**src/rtl/mult_share_pkg.sv**
```systemverilog
// Shared types and helpers for the shared-multiplier arbiter.
// Widths, result entry layout and the round-robin picker.
package mult_share_pkg;
  localparam int N_REQ      = 4;
  localparam int WA         = 6;
  localparam int WB         = 6;
  localparam int MUL_LAT    = 2;
  localparam int FIFO_DEPTH = 4;
  localparam int PROD_W     = WA + WB;
  localparam int IDW        = $clog2(N_REQ);
  localparam int PTRW       = $clog2(FIFO_DEPTH);
  localparam int CNTW       = PTRW + 1;

  typedef struct packed {
    logic [IDW-1:0]    id;
    logic [PROD_W-1:0] prod;
  } res_entry_t;

  // Returns {found, index} of the first set bit at or after ptr, wrapping.
  function automatic logic [IDW:0] rr_next(input logic [N_REQ-1:0] vld,
                                           input logic [IDW-1:0]   ptr);
    logic [IDW:0]   r;
    logic [IDW-1:0] idx;
    r = '0;
    for (int k = N_REQ - 1; k >= 0; k--) begin
      idx = IDW'((int'(ptr) + k) % N_REQ);
      if (vld[idx]) r = {1'b1, idx};
    end
    return r;
  endfunction
endpackage

```
**src/rtl/mult_share_arbiter_if.sv**
```systemverilog
// Requester, multiplier and result-stream signals of the shared multiplier.
// slave = arbiter side, master = surrounding logic / requesters.
interface mult_share_arbiter_if;
  import mult_share_pkg::*;

  logic [N_REQ-1:0]    req_valid;
  logic [N_REQ-1:0]    req_ready;
  logic [N_REQ*WA-1:0] req_a;
  logic [N_REQ*WB-1:0] req_b;
  logic [WA-1:0]       mul_a;
  logic [WB-1:0]       mul_b;
  logic                mul_en;
  logic [PROD_W-1:0]   mul_sum;
  logic                res_valid;
  logic                res_ready;
  logic [IDW-1:0]      res_id;
  logic [PROD_W-1:0]   res_prod;
  logic                busy;

  modport slave (
    input  req_valid, req_a, req_b, mul_sum, res_ready,
    output req_ready, mul_a, mul_b, mul_en, res_valid, res_id, res_prod, busy
  );

  modport master (
    output req_valid, req_a, req_b, mul_sum, res_ready,
    input  req_ready, mul_a, mul_b, mul_en, res_valid, res_id, res_prod, busy
  );
endinterface

```
**src/rtl/mult_share_fifo.sv**
```systemverilog
// Synchronous result FIFO with occupancy count; head entry shown combinationally.
// Push into a full FIFO is excluded by the arbiter's credit check.
module mult_share_fifo
  import mult_share_pkg::*;
(
  input  logic             sys_clk,
  input  logic             sys_rst,
  input  logic             push,
  input  res_entry_t       push_dat,
  input  logic             pop,
  output res_entry_t       head_dat,
  output logic [CNTW-1:0]  count
);
  res_entry_t      mem [FIFO_DEPTH];
  logic [PTRW-1:0] wr_ptr;
  logic [PTRW-1:0] rd_ptr;
  logic            do_pop;

  assign do_pop   = pop && (count != '0);
  assign head_dat = (count != '0) ? mem[rd_ptr] : '0;

  always_ff @(posedge sys_clk) begin
    if (sys_rst) begin
      wr_ptr <= '0;
      rd_ptr <= '0;
      count  <= '0;
    end else begin
      if (push) begin
        mem[wr_ptr] <= push_dat;
        wr_ptr      <= wr_ptr + 1'b1;
      end
      if (do_pop) rd_ptr <= rd_ptr + 1'b1;
      case ({push, do_pop})
        2'b10:   count <= count + 1'b1;
        2'b01:   count <= count - 1'b1;
        default: count <= count;
      endcase
    end
  end

  a_no_overflow: assert property (@(posedge sys_clk) disable iff (sys_rst)
    !(push && !do_pop && count == CNTW'(FIFO_DEPTH)));
endmodule

```
**src/rtl/mult_share_arbiter.sv**
```systemverilog
// Round-robin sharing of one 2-stage multiplier; results tagged by requester ID.
// Issue is credit-limited so the result FIFO can never overflow; req_ready ignores res_ready.
module mult_share_arbiter
  import mult_share_pkg::*;
(
  input  logic                 sys_clk,
  input  logic                 sys_rst,
  mult_share_arbiter_if.slave  bus
);
  localparam logic [CNTW:0] DEPTH_C = FIFO_DEPTH;

  logic [MUL_LAT-1:0] stg_vld;
  logic [IDW-1:0]     stg_id [MUL_LAT];
  logic [IDW-1:0]     rr_ptr;
  logic [CNTW-1:0]    fifo_count;
  logic [CNTW-1:0]    inflight_count;
  logic [CNTW:0]      occupancy;
  logic [IDW:0]       pick;
  logic [IDW-1:0]     win;
  logic               credit;
  logic               issue;
  logic               pop;
  res_entry_t         head;

  always_comb begin
    inflight_count = '0;
    for (int k = 0; k < MUL_LAT; k++) inflight_count = inflight_count + CNTW'(stg_vld[k]);
  end

  // Pops in the current cycle are not credited back until the next one.
  assign occupancy = {1'b0, fifo_count} + {1'b0, inflight_count};
  assign credit    = occupancy < DEPTH_C;
  assign pick      = rr_next(bus.req_valid, rr_ptr);
  assign win       = pick[IDW-1:0];
  assign issue     = !sys_rst && credit && pick[IDW];

  assign bus.req_ready = issue ? (N_REQ'(1) << win) : '0;
  assign bus.mul_a     = issue ? bus.req_a[win*WA +: WA] : '0;
  assign bus.mul_b     = issue ? bus.req_b[win*WB +: WB] : '0;
  assign bus.mul_en    = !sys_rst && (issue || (|stg_vld[MUL_LAT-2:0]));

  always_ff @(posedge sys_clk) begin
    if (sys_rst) begin
      stg_vld <= '0;
      stg_id  <= '{default: '0};
      rr_ptr  <= '0;
    end else begin
      stg_vld   <= {stg_vld[MUL_LAT-2:0], issue};
      stg_id[0] <= win;
      for (int k = 1; k < MUL_LAT; k++) stg_id[k] <= stg_id[k-1];
      if (issue) rr_ptr <= (win == IDW'(N_REQ - 1)) ? '0 : win + 1'b1;
    end
  end

  assign bus.res_valid = !sys_rst && (fifo_count != '0);
  assign pop           = bus.res_valid && bus.res_ready;
  assign bus.res_id    = bus.res_valid ? head.id   : '0;
  assign bus.res_prod  = bus.res_valid ? head.prod : '0;
  assign bus.busy      = !sys_rst && ((inflight_count != '0) || (fifo_count != '0));

  mult_share_fifo u_fifo (
    .sys_clk  (sys_clk),
    .sys_rst  (sys_rst),
    .push     (stg_vld[MUL_LAT-1]),
    .push_dat ('{id: stg_id[MUL_LAT-1], prod: bus.mul_sum}),
    .pop      (pop),
    .head_dat (head),
    .count    (fifo_count)
  );
endmodule

```
**src/flat_wrapper.sv**
```systemverilog
// flat-port wrapper written by rule: the top's interface ports become plain ports
module mult_share_arbiter_flat import mult_share_pkg::*;
  (sys_clk, sys_rst, bus_req_valid, bus_req_a, bus_req_b, bus_mul_sum, bus_res_ready, bus_req_ready, bus_mul_a, bus_mul_b, bus_mul_en, bus_res_valid, bus_res_id, bus_res_prod, bus_busy);
  mult_share_arbiter_if bus_i ();
  input  logic sys_clk;
  input  logic sys_rst;
  input wire logic [$bits(bus_i.req_valid)-1:0] bus_req_valid;
  input wire logic [$bits(bus_i.req_a)-1:0] bus_req_a;
  input wire logic [$bits(bus_i.req_b)-1:0] bus_req_b;
  input wire logic [$bits(bus_i.mul_sum)-1:0] bus_mul_sum;
  input wire logic [$bits(bus_i.res_ready)-1:0] bus_res_ready;
  output wire logic [$bits(bus_i.req_ready)-1:0] bus_req_ready;
  output wire logic [$bits(bus_i.mul_a)-1:0] bus_mul_a;
  output wire logic [$bits(bus_i.mul_b)-1:0] bus_mul_b;
  output wire logic [$bits(bus_i.mul_en)-1:0] bus_mul_en;
  output wire logic [$bits(bus_i.res_valid)-1:0] bus_res_valid;
  output wire logic [$bits(bus_i.res_id)-1:0] bus_res_id;
  output wire logic [$bits(bus_i.res_prod)-1:0] bus_res_prod;
  output wire logic [$bits(bus_i.busy)-1:0] bus_busy;
  assign bus_i.req_valid = bus_req_valid;
  assign bus_i.req_a = bus_req_a;
  assign bus_i.req_b = bus_req_b;
  assign bus_i.mul_sum = bus_mul_sum;
  assign bus_i.res_ready = bus_res_ready;
  assign bus_req_ready = bus_i.req_ready;
  assign bus_mul_a = bus_i.mul_a;
  assign bus_mul_b = bus_i.mul_b;
  assign bus_mul_en = bus_i.mul_en;
  assign bus_res_valid = bus_i.res_valid;
  assign bus_res_id = bus_i.res_id;
  assign bus_res_prod = bus_i.res_prod;
  assign bus_busy = bus_i.busy;
  mult_share_arbiter u_core (.sys_clk(sys_clk), .sys_rst(sys_rst), .bus(bus_i));
endmodule
```
**config.mk**
```make
export PLATFORM = sky130hd
export DESIGN_NAME = mult_share_arbiter_flat
export DESIGN_NICKNAME = d
export VERILOG_FILES = /design/src/rtl/mult_share_pkg.sv /design/src/rtl/mult_share_arbiter_if.sv /design/src/rtl/mult_share_fifo.sv /design/src/rtl/mult_share_arbiter.sv /design/src/flat_wrapper.sv
export SDC_FILE = /design/constraint.sdc
export NUM_CORES = 1
export LEC_CHECK = 0
export CELL_PAD_IN_SITES_DETAIL_PLACEMENT = 2
export CELL_PAD_IN_SITES_GLOBAL_PLACEMENT = 2
export CORE_ASPECT_RATIO = 2
export CORE_MARGIN = 2
export CORE_UTILIZATION = 29
export CTS_BUF_LIST = sky130_fd_sc_hd__clkbuf_16
export DETAILED_ROUTE_END_ITERATION = 8
export GPL_TIMING_DRIVEN = 0
export PLACE_DENSITY = 0.83
export SKIP_CTS_REPAIR_TIMING = 1
export SLEW_MARGIN = 30
export SYNTH_ARGS = -nofsm -noshare
export SYNTH_HDL_FRONTEND = slang
export SYNTH_SLANG_ARGS = --single-unit
```
**constraint.sdc**
```tcl
create_clock -name sys_clk -period 2.1 [get_ports sys_clk]
set_clock_uncertainty 0.15 [all_clocks]
set_input_delay 0.21 -clock sys_clk [delete_from_list [all_inputs] [get_ports sys_clk]]
set_output_delay 0.21 -clock sys_clk [all_outputs]
set_load 0.005 [all_outputs]
```
### Word-level counts from Yosys, hierarchy flattened

Memory sizes are Yosys's and may differ from the RTL's. A register that Yosys moved wholly into a read port is not among the register bits.
Index checks and enable logic that the tools add are counted.

| word-level totals | value |
|---|---|
| memory bits (read-only) | 0 |
| memories kept | 1 |
| input bits | 67 |
| bits in latches | 0 |
| register bits | 15 |
| bits in writable memories | 56 |

Memory list:

| memory | depth | width | read ports | clocked after memory_dff | wr ports | RTL line | text |
|---|---|---|---|---|---|---|---|
| u_core.u_fifo.mem | 4 | 14 | 1 | 1 | 1 | mult_share_fifo.sv:14 | `res_entry_t mem [FIFO_DEPTH];` |

| cells by class | value |
|---|---|
| add/sub/neg operators | 10 |
| magnitude comparators | 5 |
| multipliers | 1 |
| reductions and logical operators | 13 |
| bitwise logic cells | 0 |
| shifts and indexed selects | 3 |
| equality and inequality tests | 3 |
| muxes and demuxes | 25 |
| divide/modulo/power cells | 0 |

Operators with widths:

| cell | count |
|---|---|
| variable part select 24 x 6 -> 6 bit | 2 |
| two-way mux 14 bit | 1 |
| less-than comparator 2 x 3 -> 1 bit (second input constant) | 4 |
| two-way mux 12 bit | 1 |
| two-way mux 3 bit | 4 |
| two-way mux 6 bit | 2 |
| adder 2 x 1 -> 2 bit (second input constant) | 4 |
| binary-select mux 1 bit (select 2 bit) | 4 |
| two-way mux 2 bit | 4 |
| logical AND 1 bit | 7 |
| two-way mux 1 bit | 7 |
| one-hot mux 3 bit (2 select lines) | 1 |
| nonzero test 3 bit | 2 |
| adder 2 bit (second input constant) | 2 |
| adder 3 x 3 -> 4 bit | 1 |
| == test 2 bit (second input constant) | 2 |
| less-than comparator 4 x 3 -> 1 bit (second input constant) | 1 |
| multiplier 2 x 2 -> 4 bit (second input constant) | 1 |
| two-way mux 4 bit | 1 |
| left shift 1 x 2 -> 4 bit (first input constant) | 1 |
| adder 3 x 1 -> 3 bit (second input constant) | 1 |
| subtractor 3 x 1 -> 3 bit (second input constant) | 1 |
| adder 1 x 1 -> 2 bit | 1 |
| == test 2 x 1 -> 1 bit (second input constant) | 1 |
| 3 further kinds | 4 |

### Longest topological paths before layout

Gate-level depths: netlist (run 1).

| depth | value |
|---|---|
| word-level depth | 10 |
| gate-level depth with buffers | 9 |

### Hierarchy

From an unflattened synthesis (run 1), not the netlist that was laid out.

| second synthesis, totals | value |
|---|---|
| cells, all modules | 249 |
| area total of the unflattened synthesis | 3,553.4 µm² |

Modules (own cells, without submodules):

| module | cells each | area each (µm²) | times used |
|---|---|---|---|
| mult_share_fifo | 138 | 2,601.2 | 1 |
| mult_share_arbiter | 111 | 952.2 | 1 |

### Worst setup path after synthesis (run 1)

Ideal clock, no wire load.

| timing | value |
|---|---|
| path kind | register to register |
| start | register u_core.u_fifo.count[0] |
| end | register u_core.u_fifo.count[2] |
| data arrival time | 2.047 ns |
| stages on the path, launching flop included | 10 |
| setup slack | -0.166 ns |
| buffers on the path | 0 |
| period minus slack after synthesis | 2.266 ns |
| cells stage by stage | dfxtp_1 > nor3_1 > nor2_1 > and2_1 > ha_1 > inv_1 > fa_1 > xor2_1 > or3_1 > a21oi_1 |

| on the way | value |
|---|---|
| longest elaborated chain between the ends | 6 |
| elaborated cells between the ends (all ways) | 10 |

Ends and longest elaborated chain:

| element | RTL line | text |
|---|---|---|
| start, declared | mult_share_fifo.sv:12 | `output logic [CNTW-1:0] count` |
| start signal, assigned | mult_share_fifo.sv:34 | `2'b10: count <= count + 1'b1;` |
| start signal, assigned | mult_share_fifo.sv:35 | `2'b01: count <= count - 1'b1;` |
| start signal, assigned | mult_share_fifo.sv:36 | `default: count <= count;` |
| nonzero test 3 bit (*) | mult_share_fifo.sv:19, mult_share_arbiter.sv:55 |  |
| logical AND 1 bit | mult_share_arbiter.sv:55 | `assign bus.res_valid = !sys_rst && (fifo_count != '0);` |
| logical AND 1 bit | mult_share_arbiter.sv:56 | `assign pop = bus.res_valid && bus.res_ready;` |
| logical AND 1 bit (*) | mult_share_fifo.sv:19 | `assign do_pop = pop && (count != '0);` |
| via u_core.u_fifo.do_pop | mult_share_fifo.sv:17 | `logic do_pop;` |
| == test 2 x 1 -> 1 bit / == test 2 bit (equally long branches) | mult_share_fifo.sv:33 | `case ({push, do_pop})` |
| one-hot mux 3 bit (2 select lines) / nonzero test 2 bit (equally long branches) | n/a |  |

Mark *: on every way through the listed nets, which the timed path passes. The rest lies on a longest branch.
A chain may end at the register's enable or synchronous reset.

### Worst setup path in the final report (run 1)

| timing | value |
|---|---|
| start | register u_core.stg_vld[1] |
| end | output bus_mul_a[0] |

| on the way | value |
|---|---|
| longest elaborated chain between the ends | 6 |

Ends and longest elaborated chain:

| element | RTL line | text |
|---|---|---|
| start, declared | mult_share_arbiter.sv:12 | `logic [MUL_LAT-1:0] stg_vld;` |
| start signal, assigned | mult_share_arbiter.sv:48 | `stg_vld <= {stg_vld[MUL_LAT-2:0], issue};` |
| adder 1 x 1 -> 2 bit | mult_share_arbiter.sv:27 | `for (int k = 0; k < MUL_LAT; k++) inflight_count = inflight_count + CNTW'(stg_vld[k]);` |
| adder 3 x 3 -> 4 bit | mult_share_arbiter.sv:31 | `assign occupancy = {1'b0, fifo_count} + {1'b0, inflight_count};` |
| less-than comparator 4 x 3 -> 1 bit | mult_share_arbiter.sv:32 | `assign credit = occupancy < DEPTH_C;` |
| logical AND 1 bit (2 in series) | mult_share_arbiter.sv:35 | `assign issue = !sys_rst && credit && pick[IDW];` |
| two-way mux 6 bit | mult_share_arbiter.sv:38 | `assign bus.mul_a = issue ? bus.req_a[win*WA +: WA] : '0;` |
| end, declared | flat_wrapper.sv:13 | `output wire logic [$bits(bus_i.mul_a)-1:0] bus_mul_a;` |

No other way between the ends.

==> metrics.md, run 1 <==
| Metric | Value |
|---|---|
| Synth Area in XOR/XNOR | `1.28%` |
| Yosys cell types | `34` |
| Routed wire length | `10000 um` |
| Seq cells post-synth | `73` |
| Largest net degree at the start of global routing | `15` |
| Wire length per cell | `19.7 um` |
| Pwr dens | `777 nW/um^2` |
| Sequential cell area fraction in the yosys report | `59.2%` |
| Clock slew at reported path FFs | `50 ps` |
| Routed Antenna Nets | `0` |
| Crit path kind | `reg -> out` |
| Die W | `80.7 um` |
| FF+latch area | `2040 um^2` |
| Root Buffer | `clkbuf_16` |
| Area occupied by multi-input gates | `1440 um^2` |
| Maximum clock rate | `386 MHz` |
| Worst slew margin | `50.9%` |
| GR peak layer | `met2` |
| Reg-to-reg slack, setup | `-70 ps` |
| CP max FO | `5` |
| Via-per-instance ratio | `4.76` |
| Clk buf depth | `2` |
| Failing checks | `negative setup slack` |
| First-pass GRT wire length | `14100 um` |
| Row count | `56` |
| GPL Wtd Cong | `0.720` |
| CTS H-Tree Depth | `3` |
| Die Area | `12700 um^2` |
| # DRC | `0` |
| Detailed Routing Iterations Pass 1 | `4` |
| Vias in the first global route | `2650` |
| Adder-cell share of the synthesized area | `4.98%` |
| Tot GR Track Use | `15.4%` |
| VDD IR-drop max | `0.419 mV` |
| RSZ-0062 raised after global routing | `yes` |
| Multiplexer area fraction after synthesis | `16.9%` |
| Final setup fails | `23` |
| P_leak | `0.00216 uW` |
| Ratio of cells with drive above 1 in the final layout | `33.9%` |
| Hold Path Origin | `sys_rst` |
| Commonest non-fill, non-tap cell in the layout | `clkdlybuf4s50_1` |
| Clk sinks | `73` |
| Routed via count | `2431` |
| Syn avg cell area | `14.9 um^2` |
| Hold Path End | `u_core.stg_id[0]` |
| Core Region | `11600 um^2` |
| Final Max Tran Viols | `0` |
| R2R Path End | `u_core.u_fifo.count[2]` |
| Fill cells | `1202` |
| M3 GR Usage | `3.61%` |
| CP Data Required Time | `1740 ps` |
| Syn Std Cell Area | `3410 um^2` |
| Max cap viols | `0` |
| Synth Area in Compound Gates | `5.35%` |
| Status | `complete, but fails checks` |
| Initial Utilization | `29.4%` |
| Post-Synth Simple-Gate Area | `8.50%` |
| Largest family of logic cells by synthesized area | `multiplexers` |
| Syn. warnings | `0` |
| Die height | `157 um` |
| GR Util met1 | `12.9%` |
| Diode count | `0` |
| Hold path cells | `2` |
| Worst setup EP type | `output pin` |
| Mapped Cells | `229` |
| Tightest Pin Transition | `736 ps` |
| Hold Crit Class | `in -> reg` |
| Global routing usage on met2 | `32.3%` |
| Gr ovfl total | `0` |
| Fin nets | `441` |
| Placed Cells | `472` |
| Setup WS post-layout | `-492 ps` |
| R2R cell count | `9` |
| DR iter-0 viols | `103` |
| Critical register-to-register path startpoint | `u_core.u_fifo.count[2]` |
| CP startpoint kind | `flip-flop` |
| Clk_lat worst skew | `330 ps` |
| CP arrival | `2230 ps` |
| Commonest non-fill, non-tap cells in the layout | `clkdlybuf4s50_1, edfxtp_1, mux2i_1, buf_6` |
| CTS tree | `done` |
| CTS Buf Count | `9` |
| Syn nets | `309` |
| Ports | `100` |
| Finished Layout Cells | `511` |
| Port bufs | `98` |
| Final worst path period share | `123%` |
| Post-DP HPWL | `7290 um` |
| Initial antenna violation count | `0` |
| Total Power Consumption | `4110 uW` |
| Final Hold Violating Endpoints | `0` |
| Final min period | `2590 ps` |
| Synth-to-Final Area Change | `54.9%` |
==> worst max-delay path: stages, from the launching register on <==
cell and delay, ps:
dfxtp_4 360, ha_4 170, ha_4 160, nor3_4 180, o41ai_4 120, a31oi_4 240
buf_6 140, nand2_4 60, buf_6 160, o22ai_1 160, buf_2 140
==> cell usage after synthesis <==
cell type	number	area share, %
o22ai_1	13	2.4
fa_1	1	0.59
buf_4	1	0.22
buf_6	4	1.3
nand2_2	2	0.37
and2b_1	1	0.22
buf_8	1	0.44
ha_1	12	4.4
xor2_1	3	0.77
inv_2	1	0.11
a21o_1	1	0.22
a31oi_4	1	0.62
o22a_1	1	0.26
edfxtp_1	56	49
o41ai_2	1	0.48
and2_1	23	4.2
nand3_1	1	0.15
a21oi_1	6	0.88
nor3_4	1	0.48
nand2b_1	3	0.55
nor2_1	15	1.6
buf_2	2	0.29
clkbuf_1	3	0.33
a211oi_2	1	0.37
xnor2_1	2	0.51
nor2b_1	2	0.37
nor3_1	1	0.15
inv_1	10	1.1
or2_2	1	0.18
mux4_2	14	9.2
o21ai_0	1	0.15
mux2i_1	26	7.6
or3_1	1	0.18
dfxtp_1	17	10
==> worst max-delay path by stage <==
stage / slack (ps) / to / from / cells after the start
after floorplan: 40 / u_core.u_fifo.count[2] / u_core.u_fifo.count[0] / 9
after global placement: -760 / bus_mul_b[2] / bus_req_valid[1] / 9
after detailed placement: -810 / bus_mul_b[2] / bus_req_valid[1] / 9
after CTS: -1090 / bus_mul_b[2] / u_core.stg_vld[1] / 9
after global routing: -570 / bus_mul_a[0] / u_core.stg_vld[1] / 10
final: -490 / bus_mul_a[0] / u_core.stg_vld[1] / 10
==> layer usage <==
metal	routed length [um]	share of wire [%]
met3	553	5.5
met1	2940	29
met2	6370	63
met4	184	1.8
met5	0	0
==> metrics by stage <==
step                setup slack, ps  area (um^2)  hold slack, ps  utilization, %  setup TNS (ps)
finish                         -492         5290            61.3            45.5           -7070
global route                   -575         5290            61.9            45.5           -9820
CTS                           -1090         4910           -52.7            42.2          -24240
detailed placement             -811         4600             275            39.6          -15810
global placement               -763         4600             269            39.6          -14380
floorplan                      38.7         3440             159               -               0
==> final cells by class <==
class | count | share of cell area [%]
flip-flops and latches | 73 | 38.5
clock buffers | 9 | 4.26
well taps | 145 | 3.43
inverters | 11 | 0.781
clock inverters | 7 | 1.49
repair buffers | 121 | 21.9
multi-input cells | 134 | 27.1
plain buffers | 11 | 2.53
==> cell families (layout without fill, tap and decap cells) <==
kind of cell | Yosys count | after routing
adder cells (fa/ha/maj) | 13 | 13
multiplexers | 40 | 40
AO/OA/AOI/OAI | 25 | 25
AND/OR/NAND/NOR | 51 | 51
flip-flops | 73 | 73
buffers and inverters | 22 | 159
XOR/XNOR | 5 | 5
==> power breakdown <==
group / internal [uW] / switching (uW) / total (uW) / leakage (uW)
sequential: 1600 / 42.3 / 1640 / 0.000654
clock: 1020 / 546 / 1560 / 0.000158
combinational: 525 / 376 / 901 / 0.00135
total: 3140 / 964 / 4110 / 0.00216
==> sequential cells by signal, indices dropped and copies added (netlist names), named ones only <==
signal	flops
u_core.rr_ptr	2
u_core.stg_vld	2
u_core.u_fifo.wr_ptr	2
u_core.stg_id	4
u_core.u_fifo.rd_ptr	2
u_core.u_fifo.mem	56
u_core.u_fifo.count	3
Power figures use the tool's default switching activity.
==> run 2: changes to the inputs <==
- CAP_MARGIN: not set -> 5
==> results of run 2 <==
Final layout, timing and power as in run 1 (identical DEF).
